===== config.mk =====
export PLATFORM = sky130hd
export DESIGN_NAME = fft_frame_tx_flat
export DESIGN_NICKNAME = d
export VERILOG_FILES = /design/src/rtl/binning_pkg.sv /design/src/rtl/fft_frame_tx_if.sv /design/src/rtl/sync_fifo.sv /design/src/rtl/fft_frame_tx.sv /design/src/flat_wrapper.sv
export SDC_FILE = /design/constraint.sdc
export NUM_CORES = 1
export LEC_CHECK = 0
export CAP_MARGIN = 5
export CORE_MARGIN = 1
export CORE_UTILIZATION = 25
export DETAILED_ROUTE_END_ITERATION = 10
export SLEW_MARGIN = 40
export SYNTH_ARGS = -nofsm -noshare
export SYNTH_HDL_FRONTEND = slang
export SYNTH_SLANG_ARGS = --single-unit

===== constraint.sdc =====
create_clock -name clk -period 3.3 [get_ports clk]
set_input_delay 0.66 -clock clk [delete_from_list [all_inputs] [get_ports clk]]
set_output_delay 0.66 -clock clk [all_outputs]
set_load 0.03 [all_outputs]

===== src/rtl/binning_pkg.sv =====
// Shared definitions for the binning datapath: bin-index width and the
// transmit framer state encoding.
package binning_pkg;

    localparam int unsigned BIN_W = 32;

    typedef enum logic [1:0] {
        IDLE = 2'd0,
        RUN  = 2'd1,
        DROP = 2'd2
    } tx_state_t;

endpackage


===== src/rtl/fft_frame_tx_if.sv =====
// AXI-stream style output bus of the FFT framer.
//   m_tvalid  beat valid           (master -> slave)
//   m_tready  downstream ready     (slave  -> master)
//   m_tdata   bin sample           (master -> slave)
//   m_tlast   last bin of frame    (master -> slave)
//   m_tuser   bin index            (master -> slave)
interface fft_frame_tx_if
    import binning_pkg::*;
#(
    parameter int unsigned DATA_W = 32
) ();

    logic              m_tvalid;
    logic              m_tready;
    logic [DATA_W-1:0] m_tdata;
    logic              m_tlast;
    logic [BIN_W-1:0]  m_tuser;

    modport master (
        output m_tvalid,
        output m_tdata,
        output m_tlast,
        output m_tuser,
        input  m_tready
    );

    modport slave (
        input  m_tvalid,
        input  m_tdata,
        input  m_tlast,
        input  m_tuser,
        output m_tready
    );

endinterface


===== src/rtl/sync_fifo.sv =====
// Single-clock FIFO with a registered output stage.
//   clk, areset_n  clock, async active-low reset
//   push, din      write side; a push while full is ignored
//   full           total occupancy (storage + output stage) equals DEPTH
//   pop            consume the head entry when it is present
//   empty          no entry presented on dout
//   dout           head entry, registered
module sync_fifo #(
    parameter int unsigned WIDTH = 8,
    parameter int unsigned DEPTH = 4
) (
    input  logic             clk,
    input  logic             areset_n,
    input  logic             push,
    input  logic [WIDTH-1:0] din,
    output logic             full,
    input  logic             pop,
    output logic             empty,
    output logic [WIDTH-1:0] dout
);

    localparam int unsigned AW = $clog2(DEPTH);
    localparam int unsigned CW = AW + 1;

    logic [WIDTH-1:0] mem [DEPTH];
    logic [AW-1:0]    wr_ptr;
    logic [AW-1:0]    rd_ptr;
    logic [CW-1:0]    mem_cnt;
    logic [CW-1:0]    occ;
    logic             out_valid;
    logic             push_ok;
    logic             pop_ok;
    logic             load;

    // occ counts the output stage too, so DEPTH is the true capacity
    assign full    = (occ == CW'(DEPTH));
    assign empty   = !out_valid;
    assign push_ok = push && !full;
    assign pop_ok  = pop && out_valid;
    // refill the output stage whenever it is free or being consumed
    assign load    = (mem_cnt != '0) && (!out_valid || pop_ok);

    // Storage array, no reset needed
    always_ff @(posedge clk) begin
        if (push_ok) begin
            mem[wr_ptr] <= din;
        end
    end

    // Pointers, counters and output stage
    always_ff @(posedge clk or negedge areset_n) begin
        if (!areset_n) begin
            wr_ptr    <= '0;
            rd_ptr    <= '0;
            mem_cnt   <= '0;
            occ       <= '0;
            out_valid <= 1'b0;
            dout      <= '0;
        end else begin
            if (push_ok) begin
                wr_ptr <= AW'(wr_ptr + AW'(1));
            end
            if (load) begin
                rd_ptr    <= AW'(rd_ptr + AW'(1));
                dout      <= mem[rd_ptr];
                out_valid <= 1'b1;
            end else if (pop_ok) begin
                out_valid <= 1'b0;
            end
            mem_cnt <= CW'(mem_cnt + CW'(push_ok) - CW'(load));
            occ     <= CW'(occ + CW'(push_ok) - CW'(pop_ok));
        end
    end

endmodule


===== src/rtl/fft_frame_tx.sv =====
// Transmit-side framer: turns the FFT core's unthrottled bin strobes into a
// framed, backpressured stream carrying the bin index of every beat.
//   clk, areset_n        clock, async active-low reset
//   en                   framing enable, honoured only at frame boundaries
//   in_valid, in_data    FFT bin strobe and sample
//   m_axis               output stream (tvalid/tready/tdata/tlast/tuser)
//   frame_count          completed output frames (beats sent with tlast)
//   overflow             sticky: a bin was dropped because the FIFO was full
module fft_frame_tx
    import binning_pkg::*;
#(
    parameter int unsigned DATA_W     = 32,
    parameter int unsigned NFFT       = 1024,
    parameter int unsigned FIFO_DEPTH = 16
) (
    input  logic              clk,
    input  logic              areset_n,
    input  logic              en,
    input  logic              in_valid,
    input  logic [DATA_W-1:0] in_data,
    fft_frame_tx_if.master    m_axis,
    output logic [BIN_W-1:0]  frame_count,
    output logic              overflow
);

    localparam int unsigned BW = $clog2(NFFT);
    localparam int unsigned EW = 1 + BW + DATA_W;

    tx_state_t     state;
    logic [BW-1:0] in_bin;
    logic          bin_first;
    logic          bin_last;
    logic          push;
    logic          fifo_full;
    logic          fifo_empty;
    logic [EW-1:0] fifo_din;
    logic [EW-1:0] fifo_dout;

    assign bin_first = (in_bin == '0);
    assign bin_last  = (in_bin == BW'(NFFT - 1));
    // tlast is stored alongside the entry so the output is a plain register
    assign fifo_din  = {bin_last, in_bin, in_data};

    // Write decision for the current strobe
    always_comb begin
        push = 1'b0;
        unique case (state)
            IDLE:    push = in_valid && en && bin_first && !fifo_full;
            RUN:     push = in_valid && !fifo_full;
            DROP:    push = in_valid && en && bin_first && !fifo_full;
            default: push = 1'b0;
        endcase
    end

    // Bin counter, framing FSM, frame counter and overflow flag
    always_ff @(posedge clk or negedge areset_n) begin
        if (!areset_n) begin
            state       <= IDLE;
            in_bin      <= '0;
            frame_count <= '0;
            overflow    <= 1'b0;
        end else begin
            // alignment follows the strobes regardless of acceptance
            if (in_valid) begin
                in_bin <= BW'(in_bin + BW'(1));
            end

            unique case (state)
                IDLE: begin
                    if (push) begin
                        state <= RUN;
                    end
                end
                RUN: begin
                    if (in_valid) begin
                        if (fifo_full) begin
                            overflow <= 1'b1;
                            state    <= DROP;
                        end else if (bin_last && !en) begin
                            state <= IDLE;
                        end
                    end
                end
                DROP: begin
                    if (in_valid && bin_first) begin
                        if (!en) begin
                            state <= IDLE;
                        end else if (!fifo_full) begin
                            state <= RUN;
                        end
                    end
                end
                default: state <= IDLE;
            endcase

            if (m_axis.m_tvalid && m_axis.m_tready && m_axis.m_tlast) begin
                frame_count <= BIN_W'(frame_count + BIN_W'(1));
            end
        end
    end

    sync_fifo #(
        .WIDTH (EW),
        .DEPTH (FIFO_DEPTH)
    ) u_fifo (
        .clk      (clk),
        .areset_n (areset_n),
        .push     (push),
        .din      (fifo_din),
        .full     (fifo_full),
        .pop      (m_axis.m_tready),
        .empty    (fifo_empty),
        .dout     (fifo_dout)
    );

    assign m_axis.m_tvalid = !fifo_empty;
    assign m_axis.m_tlast  = fifo_dout[EW-1];
    assign m_axis.m_tuser  = BIN_W'(fifo_dout[DATA_W +: BW]);
    assign m_axis.m_tdata  = fifo_dout[DATA_W-1:0];

endmodule


===== src/flat_wrapper.sv =====
// flat-port wrapper written by rule: the top's interface ports become plain ports
module fft_frame_tx_flat import binning_pkg::*;
#(
    parameter int unsigned DATA_W     = 32,
    parameter int unsigned NFFT       = 1024,
    parameter int unsigned FIFO_DEPTH = 16
)
  (clk, areset_n, en, in_valid, in_data, frame_count, overflow, m_axis_m_tvalid, m_axis_m_tdata, m_axis_m_tlast, m_axis_m_tuser, m_axis_m_tready);
  fft_frame_tx_if #(.DATA_W(DATA_W)) m_axis_i ();
  input  logic clk;
  input  logic areset_n;
  input  logic en;
  input  logic in_valid;
  input  logic [DATA_W-1:0] in_data;
  output logic [BIN_W-1:0] frame_count;
  output logic overflow;
  output wire logic [$bits(m_axis_i.m_tvalid)-1:0] m_axis_m_tvalid;
  output wire logic [$bits(m_axis_i.m_tdata)-1:0] m_axis_m_tdata;
  output wire logic [$bits(m_axis_i.m_tlast)-1:0] m_axis_m_tlast;
  output wire logic [$bits(m_axis_i.m_tuser)-1:0] m_axis_m_tuser;
  input wire logic [$bits(m_axis_i.m_tready)-1:0] m_axis_m_tready;
  assign m_axis_m_tvalid = m_axis_i.m_tvalid;
  assign m_axis_m_tdata = m_axis_i.m_tdata;
  assign m_axis_m_tlast = m_axis_i.m_tlast;
  assign m_axis_m_tuser = m_axis_i.m_tuser;
  assign m_axis_i.m_tready = m_axis_m_tready;
  fft_frame_tx #(.DATA_W(DATA_W), .NFFT(NFFT), .FIFO_DEPTH(FIFO_DEPTH)) u_core (.clk(clk), .areset_n(areset_n), .en(en), .in_valid(in_valid), .in_data(in_data), .m_axis(m_axis_i), .frame_count(frame_count), .overflow(overflow));
endmodule

* Yosys cells after proc, flatten, opt, wreduce, memory -nomap -nowiden *
Memory sizes are Yosys's and may differ from the RTL's. A register that Yosys moved wholly into a read port is not among the register bits.
Cells that the tools add are included.

operators by class
  equality and inequality tests = 9
  add/sub/neg operators = 8
  shift operators = 0
  divide/modulo/power cells = 0
  muxes and demuxes = 13
  magnitude comparators = 0
  multipliers = 0
  bitwise gates (word level) = 0
  reduce and logical (&&, ||, !) cells = 22

operators with widths
  cell                                                                     number
  32-bit by 1-bit adder with 32-bit output, second input constant          1
  2-bit 2-to-1 mux                                                         7
  10-bit by 1-bit adder with 10-bit output, second input constant          1
  5-bit by 1-bit adder with 5-bit output                                   2
  10-bit equality test, second input constant                              1
  1-bit logical AND                                                        10
  10-bit logical NOT                                                       1
  5-bit by 1-bit subtractor with 5-bit output                              2
  4-bit by 1-bit adder with 4-bit output, second input constant            2
  2-bit case mux with 3 select lines                                       1
  5-bit equality test, second input constant                               1
  5-bit AND reduction                                                      1
  5-bit nonzero test                                                       1
  1-bit logical NOT                                                        4
  1-bit 2-to-1 mux                                                         4
  2-bit inequality test, second input constant                             2
  3-bit by 1-bit inequality test with 1-bit output, second input constant  1
  3-bit inequality test, second input constant                             1
  3-bit AND reduction                                                      1
  2-bit by 1-bit equality test with 1-bit output, second input constant    1
  2-bit equality test, second input constant                               1
  2-bit logical NOT                                                        1
  2-bit by 1-bit inequality test with 1-bit output, second input constant  1
  1-bit case mux with 2 select lines                                       1
  3 further kinds                                                          3

storage, ports and cells
  bits in latches = 0
  memories = 1
  RAM bits = 688
  output and inout port bits = 99
  bits in registers = 64
  memory bits (read-only) = 0
  input port bits = 37

memory list
  name               depth  width  read ports  clocked after Yosys merged registers in  write ports  line             RTL
  u_core.u_fifo.mem  16     43     1           1                                        1            sync_fifo.sv:25  logic [WIDTH-1:0] mem [DEPTH];

* Longest topological paths before layout *
  depth after elaboration = 7
  mapped depth = 16
  gate-level depth less buffers = 15

* Hierarchy *
Synthesis repeated with hierarchy kept, for this count alone.

second synthesis, totals
  cell total of the unflattened synthesis = 1472
  area total of the unflattened synthesis = 30653.1 um^2

by module, submodules not included
  module        cells an instance  area an instance (um^2)  instances
  sync_fifo     1265               28436.0                  1
  fft_frame_tx  207                2217.1                   1

* Least setup slack after synthesis *
Ideal clock, no wire load.

  path kind = reg2reg
  from = reg u_core.in_bin[5]
  to = mem u_core.u_fifo.mem[11][0] (netlist name), enable pin
  arrival = 2.643 ns
  path buffers = 1
  cell stages (with the launch flop) = 6
  slack = 0.252 ns
  required time = 2.895 ns
  cells stage by stage = dfrtp_1 -> nor4_2 -> a41oi_1 -> nor2_2 -> buf_4 -> and3_1

on the way
  word-level cells in the longest chain between the ends = 7

ends and longest elaborated chain
  item                                    line                                    RTL
  start, declared                         fft_frame_tx.sv:30                      logic [BW-1:0] in_bin;
  start signal, assigned                  fft_frame_tx.sv:65                      in_bin <= BW'(in_bin + BW'(1));
  10-bit logical NOT                      fft_frame_tx.sv:39                      assign bin_first = (in_bin == '0);
  1-bit logical AND (2 in series)         fft_frame_tx.sv:48, fft_frame_tx.sv:50
  1-bit case mux with 2 select lines      fft_frame_tx.sv:47                      unique case (state)
  1-bit logical AND                       sync_fifo.sv:38                         assign push_ok = push && !full;
  1-bit 2-to-1 mux                        sync_fifo.sv:45                         if (push_ok) begin
  1-bit 2-to-1 mux (implied by the code)  sync_fifo.sv:46                         mem[wr_ptr] <= din;
  end, declared                           sync_fifo.sv:25

No other way between the ends.

* Worst setup path in the final report *
  from = reg u_core.in_bin[5]
  to = reg u_core.u_fifo.occ[4]

on the way
  word-level cells in the longest chain between the ends = 7

ends and longest elaborated chain
  item                                         line                                    RTL
  10-bit logical NOT                           fft_frame_tx.sv:39
  1-bit logical AND (2 in series)              fft_frame_tx.sv:48, fft_frame_tx.sv:50
  1-bit case mux with 2 select lines           fft_frame_tx.sv:47
  1-bit logical AND                            sync_fifo.sv:38
  5-bit by 1-bit adder with 5-bit output       sync_fifo.sv:71                         occ <= CW'(occ + CW'(push_ok) - CW'(pop_ok));
  5-bit by 1-bit subtractor with 5-bit output  sync_fifo.sv:71
  end signal, assigned                         sync_fifo.sv:71
  end, declared                                sync_fifo.sv:29                         logic [CW-1:0] occ;

No other way between the ends.
A chain may end at the register's enable or synchronous reset.

==> results.toml <==
[clock_network]
clockRootBuffer = "clkbuf_16"
clock_path_buffers = 3
cts_buffers = 72
cts_hold_buf = 0
clk_latency_ps = 630
cts.clk_slew.worst_paths_ps = 60
clock-sinks = 795
htreeDepth = 3
cts_resized = 0
postCtsSetupRepairBufs = 0
cts_tree = "done"

[detailed_routing]
via_count = 15000
vias_per_cell = 4.44
drc = 0
ant_nets = 0
wl_mm = 70.2
drtPass1Iterations = 4
wl_per_cell_microns = 20.8
drt_iter0_drc = 1240

[floorplan]
die_h_microns = 354
die_x_microns = 354
rows = 128
dieArea_sq_um = 125000
io_pins = 136
coreArea_sq_um = 122000
start_util_pct = 25.3

[timing]
hold_viol_final = 0
finClkSkew_ps = 26.0
rsz0062_at_grt = "no"
finalCriticalPeriod_ps = 2800
timing.hold.ws_ps = 50.8
tightest_slew_ps = 746
relSlewSlack_pct = 50.3
fmaxAchievable_mhz = 357
layout_setup_ws_ps = 499
drv_slew = 0
setup_viol = 0
setup_tns_ps = 0
fin_crit_sh_pct = 84.9

[cells_and_area]
mostFrequentLayoutCells = "688 x edfxtp_1, 172 x mux4_2, 112 x clkdlybuf4s50_1, 103 x dfrtp_1, 73 x clkbuf_16"
layout_commonest_cell = "edfxtp_1"
final_cells = 3371
final_nets = 1747
layout-drive-gt1-share_pct = 23.1
area_growth_pct = 19.3

[yosys]
yosys.area.top_type_share_pct = 66.7
yosysSeqAreaShare_pct = 75.4
synth_cell_type_count = 51
mappedNetlistArea_sq_um = 31000
synth_enable_flop_cells = 688
synth_area_leaders = "edfxtp_1 67%, mux4_2 13%, dfrtp_1 8.6%, mux2i_1 1.1%, buf_4 0.99%"
postSynthAreaPerCell_sq_um = 20.6
synth_ff_type = "edfxtp_1"
syn_inst = 1503
synthArstFlopShare_pct = 13.5
yosys_warnings = 0
synth-seq-cells = 795
synth_top_cell_by_area = "edfxtp_1"

[global_routing]
overflow = 0
antenna_found_initial = 10
grt_pass1_wl_mm = 105
grt_util_all_layers_pct = 11.1
grt_max_degree = 68
grt_pass1_vias = 16000

[power_and_ir_drop]
power_w = 0.0294
ir_drop_mv = 0.532
power_density_nw_per_um2 = 795
total_leakage_power_nw = 12.2

[placement]
dp_cells = 3239
place_ws_ps = -67.6
hpwl_mm = 42.1
place.port_buffers = 113
gp_congestion = 0.787

[worst_setup_path]
critPathCaptureType = "flip-flop"
r2r_cells = 13
cp-start-kind = "flip-flop"
crit_type = "reg -> reg"
path_max_fanout = 3
crit_required_ps = 3830
crit_arrival_ps = 3330

[worst_hold_path]
hold_path.class = "in -> async"

[run_status]
status = "finished clean"

[run]
drv_cap = 0
[sequential cells by signal (all words and copies together) (netlist names)]
signal                   cells
u_core.u_fifo.mem          688
u_core.u_fifo.dout          43
u_core.frame_count          32
u_core.in_bin               10
u_core.u_fifo.mem_cnt        5
u_core.u_fifo.occ            5
u_core.u_fifo.rd_ptr         4
u_core.u_fifo.wr_ptr         4
u_core.state                 2
u_core.overflow              1
u_core.u_fifo.out_valid      1
[cells by family (layout without fill, tap and decap cells)]
kind of cell / Yosys count / in the layout / share of synthesized area (%)
simple gates: 179 / 179 / 3.22
other cells: 1 / 24 / 0.0121
compound gates: 125 / 125 / 3.09
fa+ha+maj: 22 / 22 / 0.938
xor+xnor: 54 / 54 / 1.53
flops: 795 / 795 / 75.4
mux: 209 / 209 / 13.7
buf+inv: 118 / 338 / 2.10
[per-layer routing]
layer	routed length (microns)	GRT usage, %	part of all wire (%)	up-vias
met5	102	0	0.15	-
met4	1660	3.81	2.4	16
met3	3730	2.21	5.3	105
met2	36000	19.3	51	383
met1	28700	13.8	41	8004
li1	-	-	-	6474
[layout make-up]
cell class / count / area [sq um]
fill: 11800 / 85400
sequential: 795 / 23400
multi-input combinational: 611 / 7070
timing repair buffer: 187 / 2040
tap: 1625 / 2030
clock buffer: 96 / 2000
clock inverter: 34 / 358
inverter: 21 / 78.8
antenna: 2 / 5.00
[cell usage after synthesis (2+ instances only)]
master      n
nor2_1     25
nor4_2      3
o221ai_1   10
ha_1       20
fa_1        2
a211oi_1   27
nand2b_1    6
o21ai_0    13
and3_1     26
or2_2       3
buf_4      41
and2_1      4
a31o_2      2
a221oi_2   10
nand3_1    15
buf_2      31
mux2_2      3
nand4_1    16
nand4b_1    2
mux4_2    172
inv_1      20
xor2_1     21
a221oi_1    5
a21oi_1     4
nor4_1      6
nand2_1    39
xnor2_1    33
o22ai_1    32
nor3_1      5
edfxtp_1  688
buf_6       2
and4_1      5
clkbuf_1   22
nor2b_1    16
mux2i_1    34
a21o_1     19
dfrtp_1   107
[stage by stage]
stage | cell area, sq um | util [%]
after global placement | 34600 | 28.3
after detailed placement | 34600 | 28.3
after floorplan | 31000 | -
after CTS | 36900 | 30.2
final | 36900 | 30.2
after global routing | 36900 | 30.2
[report_power, final]
| part | internal, W | leakage [nW] | switching, W |
|---|---|---|---|
| Combinational | 0.00380 | 3.41 | 0.00439 |
| Clock | 0.00476 | 1.15 | 0.00360 |
| Sequential | 0.0120 | 7.61 | 0.000835 |
| Total | 0.0205 | 12.2 | 0.00882 |
[critical path, stage by stage (launching register included)]
cell and delay, ps:
dfrtp_1 400, nor4_2 400, a41oi_1 230, nor2_2 160
inv_1 80, ha_1 290, inv_1 70, ha_1 180
inv_1 70, fa_1 430, inv_1 80, a21oi_1 60
o21bai_1 160, xnor2_1 130
[worst paths after layout]
path / from / to / slack (ps)
max in group asynchronous: areset_n / u_core.u_fifo.rd_ptr[0] / 2400
setup reg to reg: u_core.in_bin[5] / u_core.u_fifo.occ[4] / 500
min in group clk: u_core.u_fifo.dout[19] / u_core.u_fifo.dout[19] / 470
hold reg to reg: u_core.u_fifo.dout[19] / u_core.u_fifo.dout[19] / 470
setup / recovery: u_core.in_bin[5] / u_core.u_fifo.occ[4] / 500
hold / removal: areset_n / u_core.frame_count[24] / 50
No activity file was read; power rests on OpenSTA's default activity.
